==> src/rtl/pot_paddle_responder_pkg.sv <==
`default_nettype none
// ============================================================================
//  Module  : pot_paddle_responder_pkg
//  Brief   : Shared POKEY IO pot-scan definitions (states, scan timing).
//  Rev     : 1.0  initial release
// ============================================================================
package pot_paddle_responder_pkg;

    typedef enum logic [1:0] {
        POT_IDLE   = 2'd0,
        POT_DUMP   = 2'd1,
        POT_CHARGE = 2'd2
    } pot_state_e;

    localparam int POT_DUMP_CYCLES = 17;
    localparam int POT_MIN_COUNT   = 5;
    localparam int POT_MAX_COUNT   = 228;

    // The scanner cannot report a count below its blanking window.
    function automatic logic [7:0] pot_target(input logic [7:0] pos,
                                              input logic [7:0] min_count);
        return (pos < min_count) ? min_count : pos;
    endfunction

endpackage
`default_nettype wire

==> src/rtl/pot_paddle_responder_if.sv <==
`default_nettype none
// ============================================================================
//  Module  : pot_paddle_responder_if
//  Brief   : POTGO request, paddle positions and pot line bundle.
//  Rev     : 1.0  initial release
// ============================================================================
interface pot_paddle_responder_if #(
    parameter int NUM_POTS = 8
);
    logic                    POTGO;
    logic [8*NUM_POTS-1:0]   pot_pos;
    logic [NUM_POTS-1:0]     pot_connected;
    logic [NUM_POTS-1:0]     pot_line;
    logic                    scan_active;
    logic                    scan_done;

    modport master (
        output POTGO, pot_pos, pot_connected,
        input  pot_line, scan_active, scan_done
    );

    modport slave (
        input  POTGO, pot_pos, pot_connected,
        output pot_line, scan_active, scan_done
    );
endinterface
`default_nettype wire

==> src/rtl/pot_channel_cmp.sv <==
`default_nettype none
// ============================================================================
//  Module  : pot_channel_cmp
//  Brief   : One pot channel: position snapshot, clamped target, line register.
//  Rev     : 1.0  initial release
// ============================================================================
module pot_channel_cmp
    import pot_paddle_responder_pkg::*;
#(
    parameter int MIN_COUNT = POT_MIN_COUNT,
    parameter int MAX_COUNT = POT_MAX_COUNT
) (
    input  logic       clk,
    input  logic       rst_n,
    input  logic       i_snap,
    input  logic [7:0] i_pos,
    input  logic       i_connected,
    input  pot_state_e i_next_state,
    input  logic [7:0] i_next_cnt,
    output logic       o_line
);
    localparam logic [7:0] C_MIN_COUNT = 8'(MIN_COUNT);
    localparam logic [7:0] C_MAX_COUNT = 8'(MAX_COUNT);

    logic [7:0] r_pos_snap;
    logic [7:0] w_target;
    logic       w_reachable;
    logic       w_line_next;

    // Line is computed against the next count so it is high in the very
    // cycle the shared counter equals the target.
    always_comb begin
        w_target    = pot_target(r_pos_snap, C_MIN_COUNT);
        w_reachable = i_connected && (w_target < C_MAX_COUNT);
        w_line_next = 1'b1;
        case (i_next_state)
            POT_IDLE:   w_line_next = 1'b1;
            POT_DUMP:   w_line_next = 1'b0;
            POT_CHARGE: w_line_next = w_reachable && (i_next_cnt >= w_target);
            default:    w_line_next = 1'b1;
        endcase
    end

    always_ff @(posedge clk or negedge rst_n) begin
        if (!rst_n) begin
            r_pos_snap <= '0;
            o_line     <= 1'b1;
        end else begin
            if (i_snap) begin
                r_pos_snap <= i_pos;
            end
            o_line <= w_line_next;
        end
    end
endmodule
`default_nettype wire

==> src/rtl/pot_paddle_responder.sv <==
`default_nettype none
// ============================================================================
//  Module  : pot_paddle_responder
//  Brief   : Paddle model answering POKEY pot scans: dump on POTGO, then
//            raise each pot line after a count equal to its position.
//  Rev     : 1.0  initial release
// ============================================================================
module pot_paddle_responder
    import pot_paddle_responder_pkg::*;
#(
    parameter int NUM_POTS    = 8,
    parameter int DUMP_CYCLES = POT_DUMP_CYCLES,
    parameter int MIN_COUNT   = POT_MIN_COUNT,
    parameter int MAX_COUNT   = POT_MAX_COUNT
) (
    input  logic                  clk,
    input  logic                  rst_n,
    pot_paddle_responder_if.slave bus
);
    localparam logic [7:0] C_DUMP_CYCLES = 8'(DUMP_CYCLES);
    localparam logic [7:0] C_MAX_COUNT   = 8'(MAX_COUNT);
    localparam logic [7:0] C_CNT_SAT     = 8'hFF;

    pot_state_e          r_state;
    pot_state_e          w_state_next;
    logic [7:0]          r_dump_cnt;
    logic [7:0]          w_dump_cnt_next;
    logic [7:0]          r_chg_cnt;
    logic [7:0]          w_chg_cnt_next;
    logic                w_snap;
    logic                w_exit;
    logic                w_all_charged;
    logic [NUM_POTS-1:0] w_lines;

    // With nothing connected the scan must run to the scanner timeout.
    assign w_all_charged = (bus.pot_connected != '0) &&
                           ((w_lines | ~bus.pot_connected) == '1);

    always_comb begin
        w_state_next    = r_state;
        w_dump_cnt_next = r_dump_cnt;
        w_chg_cnt_next  = r_chg_cnt;
        w_snap          = 1'b0;
        w_exit          = 1'b0;
        case (r_state)
            POT_IDLE: begin
                w_dump_cnt_next = '0;
                if (bus.POTGO) begin
                    w_state_next    = POT_DUMP;
                    w_dump_cnt_next = 8'd1;
                end
            end
            POT_DUMP: begin
                if (!bus.POTGO) begin
                    w_state_next    = POT_IDLE;
                    w_dump_cnt_next = '0;
                end else if (r_dump_cnt == C_DUMP_CYCLES) begin
                    w_state_next    = POT_CHARGE;
                    w_dump_cnt_next = '0;
                    w_chg_cnt_next  = '0;
                    w_snap          = 1'b1;
                end else begin
                    w_dump_cnt_next = r_dump_cnt + 8'd1;
                end
            end
            POT_CHARGE: begin
                w_chg_cnt_next = (r_chg_cnt == C_CNT_SAT) ? r_chg_cnt : r_chg_cnt + 8'd1;
                if ((r_chg_cnt == C_MAX_COUNT) || w_all_charged) begin
                    w_state_next = POT_IDLE;
                    w_exit       = 1'b1;
                end
            end
            default: begin
                w_state_next = POT_IDLE;
            end
        endcase
    end

    always_ff @(posedge clk or negedge rst_n) begin
        if (!rst_n) begin
            r_state    <= POT_IDLE;
            r_dump_cnt <= '0;
            r_chg_cnt  <= '0;
        end else begin
            r_state    <= w_state_next;
            r_dump_cnt <= w_dump_cnt_next;
            r_chg_cnt  <= w_chg_cnt_next;
        end
    end

    generate
        for (genvar i = 0; i < NUM_POTS; i++) begin : g_chan
            pot_channel_cmp #(
                .MIN_COUNT (MIN_COUNT),
                .MAX_COUNT (MAX_COUNT)
            ) u_cmp (
                .clk          (clk),
                .rst_n        (rst_n),
                .i_snap       (w_snap),
                .i_pos        (bus.pot_pos[8*i +: 8]),
                .i_connected  (bus.pot_connected[i]),
                .i_next_state (w_state_next),
                .i_next_cnt   (w_chg_cnt_next),
                .o_line       (w_lines[i])
            );
        end
    endgenerate

    assign bus.pot_line    = w_lines;
    assign bus.scan_active = (r_state != POT_IDLE);
    assign bus.scan_done   = w_exit;
endmodule
`default_nettype wire

==> src/flat_wrapper.sv <==
// flat-port wrapper written by rule: the top's interface ports become plain ports
module pot_paddle_responder_flat import pot_paddle_responder_pkg::*;
#(
    parameter int NUM_POTS    = 8,
    parameter int DUMP_CYCLES = POT_DUMP_CYCLES,
    parameter int MIN_COUNT   = POT_MIN_COUNT,
    parameter int MAX_COUNT   = POT_MAX_COUNT
)
  (clk, rst_n, bus_POTGO, bus_pot_pos, bus_pot_connected, bus_pot_line, bus_scan_active, bus_scan_done);
  pot_paddle_responder_if #(.NUM_POTS(NUM_POTS)) bus_i ();
  input  logic clk;
  input  logic rst_n;
  input wire logic [$bits(bus_i.POTGO)-1:0] bus_POTGO;
  input wire logic [$bits(bus_i.pot_pos)-1:0] bus_pot_pos;
  input wire logic [$bits(bus_i.pot_connected)-1:0] bus_pot_connected;
  output wire logic [$bits(bus_i.pot_line)-1:0] bus_pot_line;
  output wire logic [$bits(bus_i.scan_active)-1:0] bus_scan_active;
  output wire logic [$bits(bus_i.scan_done)-1:0] bus_scan_done;
  assign bus_i.POTGO = bus_POTGO;
  assign bus_i.pot_pos = bus_pot_pos;
  assign bus_i.pot_connected = bus_pot_connected;
  assign bus_pot_line = bus_i.pot_line;
  assign bus_scan_active = bus_i.scan_active;
  assign bus_scan_done = bus_i.scan_done;
  pot_paddle_responder #(.NUM_POTS(NUM_POTS), .DUMP_CYCLES(DUMP_CYCLES), .MIN_COUNT(MIN_COUNT), .MAX_COUNT(MAX_COUNT)) u_core (.clk(clk), .rst_n(rst_n), .bus(bus_i));
endmodule
==> config.mk <==
export PLATFORM = sky130hd
export DESIGN_NAME = pot_paddle_responder_flat
export DESIGN_NICKNAME = d
export VERILOG_FILES = /design/src/rtl/pot_paddle_responder_pkg.sv /design/src/rtl/pot_paddle_responder_if.sv /design/src/rtl/pot_channel_cmp.sv /design/src/rtl/pot_paddle_responder.sv /design/src/flat_wrapper.sv
export SDC_FILE = /design/constraint.sdc
export NUM_CORES = 1
export LEC_CHECK = 0
export CORE_MARGIN = 2
export CORE_UTILIZATION = 36
export DETAILED_ROUTE_END_ITERATION = 8
export PLACE_DENSITY = 0.61
export SETUP_SLACK_MARGIN = 0.3
export SYNTH_ARGS = -nofsm -noshare
export SYNTH_HDL_FRONTEND = slang
export SYNTH_SLANG_ARGS = --single-unit
==> constraint.sdc <==
create_clock -name clk -period 3.9 [get_ports clk]
set_clock_uncertainty 0.2 [all_clocks]
set_input_delay 0.78 -clock clk [delete_from_list [all_inputs] [get_ports clk]]
set_output_delay 0.78 -clock clk [all_outputs]
set_load 0.01 [all_outputs]
==> Yosys cells after proc, flatten, opt, wreduce, memory -nomap -nowiden <==
Index checks and enable logic that the tools add are counted.
{ "op_classes": {"n_reduce_logical": 22, "addsub": 2, "n_bitwise": 2, "muxes": 34, "n_eq_ne": 8, "order_cmp": 24} }
{ "ops": {"columns": ["op", "n"], "rows": [
  ["two-way mux 8 bit", 13],
  ["greater-or-equal comparator 8 bit", 8],
  ["less-than comparator 8 x 3 -> 1 bit, second input constant", 8],
  ["less-than comparator 8 bit, second input constant", 8],
  ["case mux 8 bit (2 select lines)", 2],
  ["equality test 8 bit, second input constant", 3],
  ["logical AND 1 bit", 17],
  ["adder 8 x 1 -> 8 bit, second input constant", 2],
  ["case mux 1 bit (2 select lines)", 8],
  ["equality test 8 x 5 -> 1 bit, second input constant", 1],
  ["two-way mux 2 bit", 4],
  ["inverter 8 bit", 1],
  ["bitwise OR 8 bit", 1],
  ["nonzero test 8 bit", 1],
  ["two-way mux 1 bit", 6],
  ["case mux 2 bit (3 select lines)", 1],
  ["equality test 2 x 1 -> 1 bit, second input constant", 2],
  ["equality test 2 bit, second input constant", 2],
  ["nonzero test 2 bit", 2],
  ["zero test 2 bit", 1],
  ["logical OR 1 bit", 1]
]} }
{ "totals": {"register_bits": 90, "word_cells": 111, "in_bits": 75} }

==> Depth between registers and ports, before layout <==
{ "depth": {"depth_word": 9, "mapped_depth": 15, "ltp_nobuf": 14} }

==> By module <==
Synthesis repeated with hierarchy kept, for this count alone.
{ "unflattened": {"hier_cells": 613, "area_unflattened_um2": 5900.7} }
{ "modules_own_cells": {"columns": ["module", "n_inst", "area_per_inst_um2", "cells_each"], "rows": [
  ["pot_channel_cmp at u_core.g_chan[0].u_cmp ...", 4, 580.6, 58],
  ["pot_channel_cmp at u_core.g_chan[4].u_cmp ...", 4, 576.8, 60],
  ["pot_paddle_responder", 1, 1271.2, 141]
]} }

==> Worst setup path before layout <==
No wires, ideal clock.
{ "synth_timing": {"path_type": "register -> register", "start": "register u_core.r_dump_cnt[5]", "end": "register u_core.g_chan[0].u_cmp.o_line", "slack_ps": 751, "t_arrival_ps": 2853, "stages_incl_launch_ff": 15, "required_ps": 3604, "setup_time_ps": 96, "cell_sequence": "dfrtp_1 > nor4b_4 > and3_1 > buf_2 > nand2_1 > a21bo_2 > a21o_1 > a21oi_1 > ha_1 > nor2b_1 > o21ai_0 > a41oi_1 > o21ai_0 > nand3_1 > a21oi_1"} }
{ "synth_via": {"elab_chain_len": 7, "elab_cells_between_ends": 12} }
{ "synth_rtl": {"columns": ["item", "line", "text"], "rows": [
  ["start: declaration", "pot_paddle_responder.sv:26", "logic [7:0] r_dump_cnt;"],
  ["start signal: assignment", "pot_paddle_responder.sv:86", "r_dump_cnt <= w_dump_cnt_next;"],
  ["equality test 8 x 5 -> 1 bit (*)", "pot_paddle_responder.sv:57", "end else if (r_dump_cnt == C_DUMP_CYCLES) begin"],
  ["two-way mux 8 bit", "pot_paddle_responder.sv:57", null],
  ["two-way mux 8 bit", "pot_paddle_responder.sv:54", "if (!bus.POTGO) begin"],
  ["case mux 8 bit (2 select lines)", "pot_paddle_responder.sv:45", "case (r_state)"],
  ["greater-or-equal comparator 8 bit", "pot_channel_cmp.sv:39", "POT_CHARGE: w_line_next = w_reachable && (i_next_cnt >= w_target);"],
  ["logical AND 1 bit", "pot_channel_cmp.sv:39", null],
  ["case mux 1 bit (2 select lines) (*)", "pot_channel_cmp.sv:36", "case (i_next_state)"],
  ["net u_core.g_chan[0].u_cmp.w_line_next", "pot_channel_cmp.sv:28", "logic w_line_next;"],
  ["end signal: assignment", "pot_channel_cmp.sv:52", "o_line <= w_line_next;"],
  ["end: declaration", "pot_channel_cmp.sv:20", "output logic o_line"]
]} }
Mark *: on every way through the listed nets, which the timed path passes. The rest lies on a longest branch.
A chain may end at the register's enable or synchronous reset.

==> Worst setup path in the final report <==
{ "layout_timing": {"start": "input bus_pot_connected[4]", "end": "output bus_scan_done"} }
{ "layout_via": {"elab_chain_len": 7, "elab_cells_between_ends": 8} }
{ "layout_rtl": {"columns": ["item", "line", "text"], "rows": [
  ["start: declaration", "flat_wrapper.sv:15", "input wire logic [$bits(bus_i.pot_connected)-1:0] bus_pot_connected;"],
  ["inverter 8 bit", "pot_paddle_responder.sv:37", "((w_lines | ~bus.pot_connected) == '1);"],
  ["bitwise OR 8 bit", "pot_paddle_responder.sv:37", null],
  ["equality test 8 bit", "pot_paddle_responder.sv:37", null],
  ["logical AND 1 bit (*)", "pot_paddle_responder.sv:36", "assign w_all_charged = (bus.pot_connected != '0) &&"],
  ["logical OR 1 bit (*)", "pot_paddle_responder.sv:68", "if ((r_chg_cnt == C_MAX_COUNT) || w_all_charged) begin"],
  ["two-way mux 1 bit (*)", "pot_paddle_responder.sv:68", null],
  ["two-way mux 1 bit (*)", "pot_paddle_responder.sv:45", null],
  ["end: declaration", "flat_wrapper.sv:18", "output wire logic [$bits(bus_i.scan_done)-1:0] bus_scan_done;"]
]} }
Mark *: on every way between the ends. The rest lies on a longest branch, timed or not.

==> results by group <==
Place
  • Routability-driven placement congestion ratio: approximately 0.84
  • Detail Placement HPWL: 9.89 mm
  • Number of input and output port buffers inserted: 84

Layout
  • Layout cell share with drive strength beyond 1: between 10% and 20%
  • Area delta synth->final: 25.2%
  • Final layout net count: 800
  • Fraction of the core area covered by cells at the end of the flow: between 40% and 50%
  • Count of antenna diodes in the layout: 0

GRT
  • Total gr overflow: 0
  • Antenna violations before repair: 0
  • Total routing resource utilization after global routing: around 17%
  • Via count of the first global-routing pass: about 4.5k
  • Maximum number of pins on one net before global-route repair: approximately 90
  • Wire length of the first global-routing pass: ~22 mm

Timing
  • Rel. slew slack: a little under two fifths
  • Final Cycle Share: between 80% and 90%
  • Setup TNS: 0 ns
  • Final setup fails: 0
  • Unrepaired setup endpoints after global routing: yes
  • Shortest clock period the worst path allows after layout: between 3 and 4 ns
  • Final Hold Violating Endpoints: 0
  • Transition time at the pin with the least slew margin: between 0.9 and 1 ns
  • Maximum operating frequency: approximately 0.29 GHz
  • Fin. max-slew vios: 0
  • Post-Route Hold Slack: ~0.25 ns

Drt
  • Wire length per cell after detailed routing: approximately 15 um
  • Antenna Nets Post-Route: 0
  • DRT Pass-1 Iters: 4
  • Via-to-Cell Ratio: a little over 5
  • DR iter-0 viols: approximately 250
  • DR vias: 4477
  • Total DRC errors in the routed layout: 0
  • Total Routed Length: 13.3 mm

Synthesis
  • Post-synth top area cell: dfrtp_1
  • Proportion of synthesized chip area in sequential cells: between 30% and 40%
  • Most frequently used flop master after synthesis: dfrtp_1
  • Main area contributors after synthesis: dfrtp_1 36%, ha_1 16%, mux2_2 12%, inv_1 3.7%, dfstp_2 3.7%
  • Post-synth EDFFs: 0
  • Async S/R FF share, synth: 100%
  • Most used standard cell by instance count after synthesis: dfrtp_1
  • Syn nets: roughly 710
  • Flip-flop and latch count after synthesis: 90
  • Total standard cell area after synthesis: 5710 um^2
  • Synth top area share: a little over a third
  • Average size of a mapped cell: roughly 10 um^2
  • Leading post-synthesis cells by instance count: 82 x dfrtp_1, 72 x ha_1, 59 x mux2_2
  • Cells after synthesis: 567
  • Number of warnings issued by yosys: 0
  • Post-synthesis cell type count: 43

Setup path
  • Critical Setup Path Class: in -> out
  • Critical path endpoint category: output port
  • Worst path cell trace: clkdlybuf4s50_1 > nor2b_1 > a2111oi_2 > nand4_1 > a21boi_2 > dlygate4sd2_1
  • CP Data Required Time: roughly 2.9 ns
  • Biggest fanout along the worst timing path: 2
  • Worst Reg-to-Reg Cells: 14
  • Arrival time of data at the critical path endpoint: 2.42 ns
  • Startpoint type of the worst setup path: input pin
  • Largest incremental delay on the critical path: about 0.45 ns
  • Highest-delay cell along the critical path: clkdlybuf4s50_1

Clock network
  • Clock Sink Count: 90
  • Clock Latency Late Sink: roughly 0.35 ns
  • Reg clk slew, reported paths: about 0.060 ns
  • H-tree levels: 3
  • Master cell of the clock root buffer: clkbuf_16
  • Number of clock buffers inserted by TritonCTS: 9
  • CTS tree: done
  • Maximum root-to-sink buffer count: 2

Floorplanning
  • Initial Util: a little over a third
  • Rows: 46
  • Die width: 130 um
  • Core footprint: 15700 um^2
  • Height of the die: between 100 and 150 um
  • Die area: approximately 17000 um^2
  • Number of top-level pins: 85

Run status
  • Outcome: finished, final reports clean

Power
  • Pwr per Cell Area: around 350 nW/um^2
  • Reported leakage power: 3.39 nW
  • VDD IR max: 236 uV

Job
  • Count of maximum capacitance violations: 0

Min path
  • Hold Crit Class: in -> async
[flip-flops by register name (all words and copies together), names as in the netlist]
register,count
u_core.r_state,2
u_core.r_chg_cnt,8
u_core.g_chan.u_cmp.o_line,8
u_core.g_chan.u_cmp.r_pos_snap,64
u_core.r_dump_cnt,8
[cell families (layout without fill, tap and decap cells)]
logic type / count (synthesis) / after routing / share of synthesized area, %
AOI/OAI and AO/OA: 123 / 123 / 13.6
xor gates and xnor gates: 3 / 3 / 0.460
adders and majority gates: 72 / 72 / 15.8
buffers and inverters: 75 / 166 / 5.65
DFF: 90 / 90 / 39.6
muxes: 64 / 64 / 12.6
and+or+nand+nor: 140 / 140 / 12.3
[layer usage]
layer  share of wire (%)  vias to the layer above  track usage (%)
met2                  48                       87             27.4
met3                 4.7                       16             4.67
met5                   0                        -                0
met4                 1.7                        0             5.44
met1                  46                     2173             21.9
li1                    -                     2201                -
[worst paths after layout]
path / end / start / slack (ns)
worst min-delay path: u_core.g_chan[1].u_cmp.r_pos_snap[1] / rst_n / 0.25
min in group clk: u_core.g_chan[5].u_cmp.r_pos_snap[4] / u_core.g_chan[5].u_cmp.r_pos_snap[4] / 0.31
max in group asynchronous: u_core.g_chan[0].u_cmp.o_line / rst_n / 2.82
worst max register to register: u_core.g_chan[7].u_cmp.o_line / u_core.r_dump_cnt[5] / 0.52
worst min register to register: u_core.g_chan[5].u_cmp.r_pos_snap[4] / u_core.g_chan[5].u_cmp.r_pos_snap[4] / 0.31
worst max-delay path: bus_scan_done / bus_pot_connected[4] / 0.50
[through the flow]
stage	cell area [um^2]	total power, mW	setup WS, ns	cells
global route	7150	2.61	0.299	874
global placement	6800	1.59	0.0993	857
floorplan	5710	1.36	0.751	567
detailed placement	6800	1.60	0.120	857
CTS	7120	2.51	0.329	873
finish	7150	2.49	0.498	874
[report_power, final]
part | total, mW | leakage, nW | switching (mW) | internal [mW]
Combinational | 0.506 | 2.01 | 0.256 | 0.250
Sequential | 1.08 | 1.23 | 0.0600 | 1.02
Clock | 0.904 | 0.145 | 0.396 | 0.507
Total | 2.49 | 3.39 | 0.712 | 1.78
[area by class of cell]
class / instances / area (um^2)
fillers: 1445 / 8560
multi-input cells: 402 / 3180
flip-flops and latches: 90 / 2260
repair buffers: 93 / 917
well taps: 216 / 270
clock buffers: 9 / 225
inverters: 57 / 214
clock inverters: 7 / 87.6
[cells in the final DEF, fill, tap and decap left out, types with 2 or more instances in the layout]
cell	count
clkdlybuf4s50_1	82
dfrtp_1	82
ha_1	72
mux2_2	59
inv_1	57
nand2_1	52
o21ai_0	36
a21oi_1	36
nor2_1	26
nand3_1	20
nor2b_1	13
nor4_1	10
a21o_1	10
a41oi_1	9
o2111ai_1	9
clkbuf_16	9
buf_4	9
dfstp_2	8
a31oi_1	6
and3_1	5
mux2_1	5
nand4_1	3
a22o_1	3
a21bo_2	2
nor3_1	2
o21ai_1	2
xor2_1	2
clkinvlp_4	2
inv_6	2
[critical path: cells and delay by family]
family	cells	cell delay, ns
buf+inv	2	0.73
compound gates	2	0.54
simple gates	2	0.38
[timing repair]
action | CTS | global route
hold buffers | 0 | 0
gates resized for setup | 4 | 7
setup endpoints to repair | 2 | 8
pin swaps | 2 | 0
cloned | 0 | 0
setup buffers | 0 | 1
Note: power is estimated with default switching activity, not from simulation.
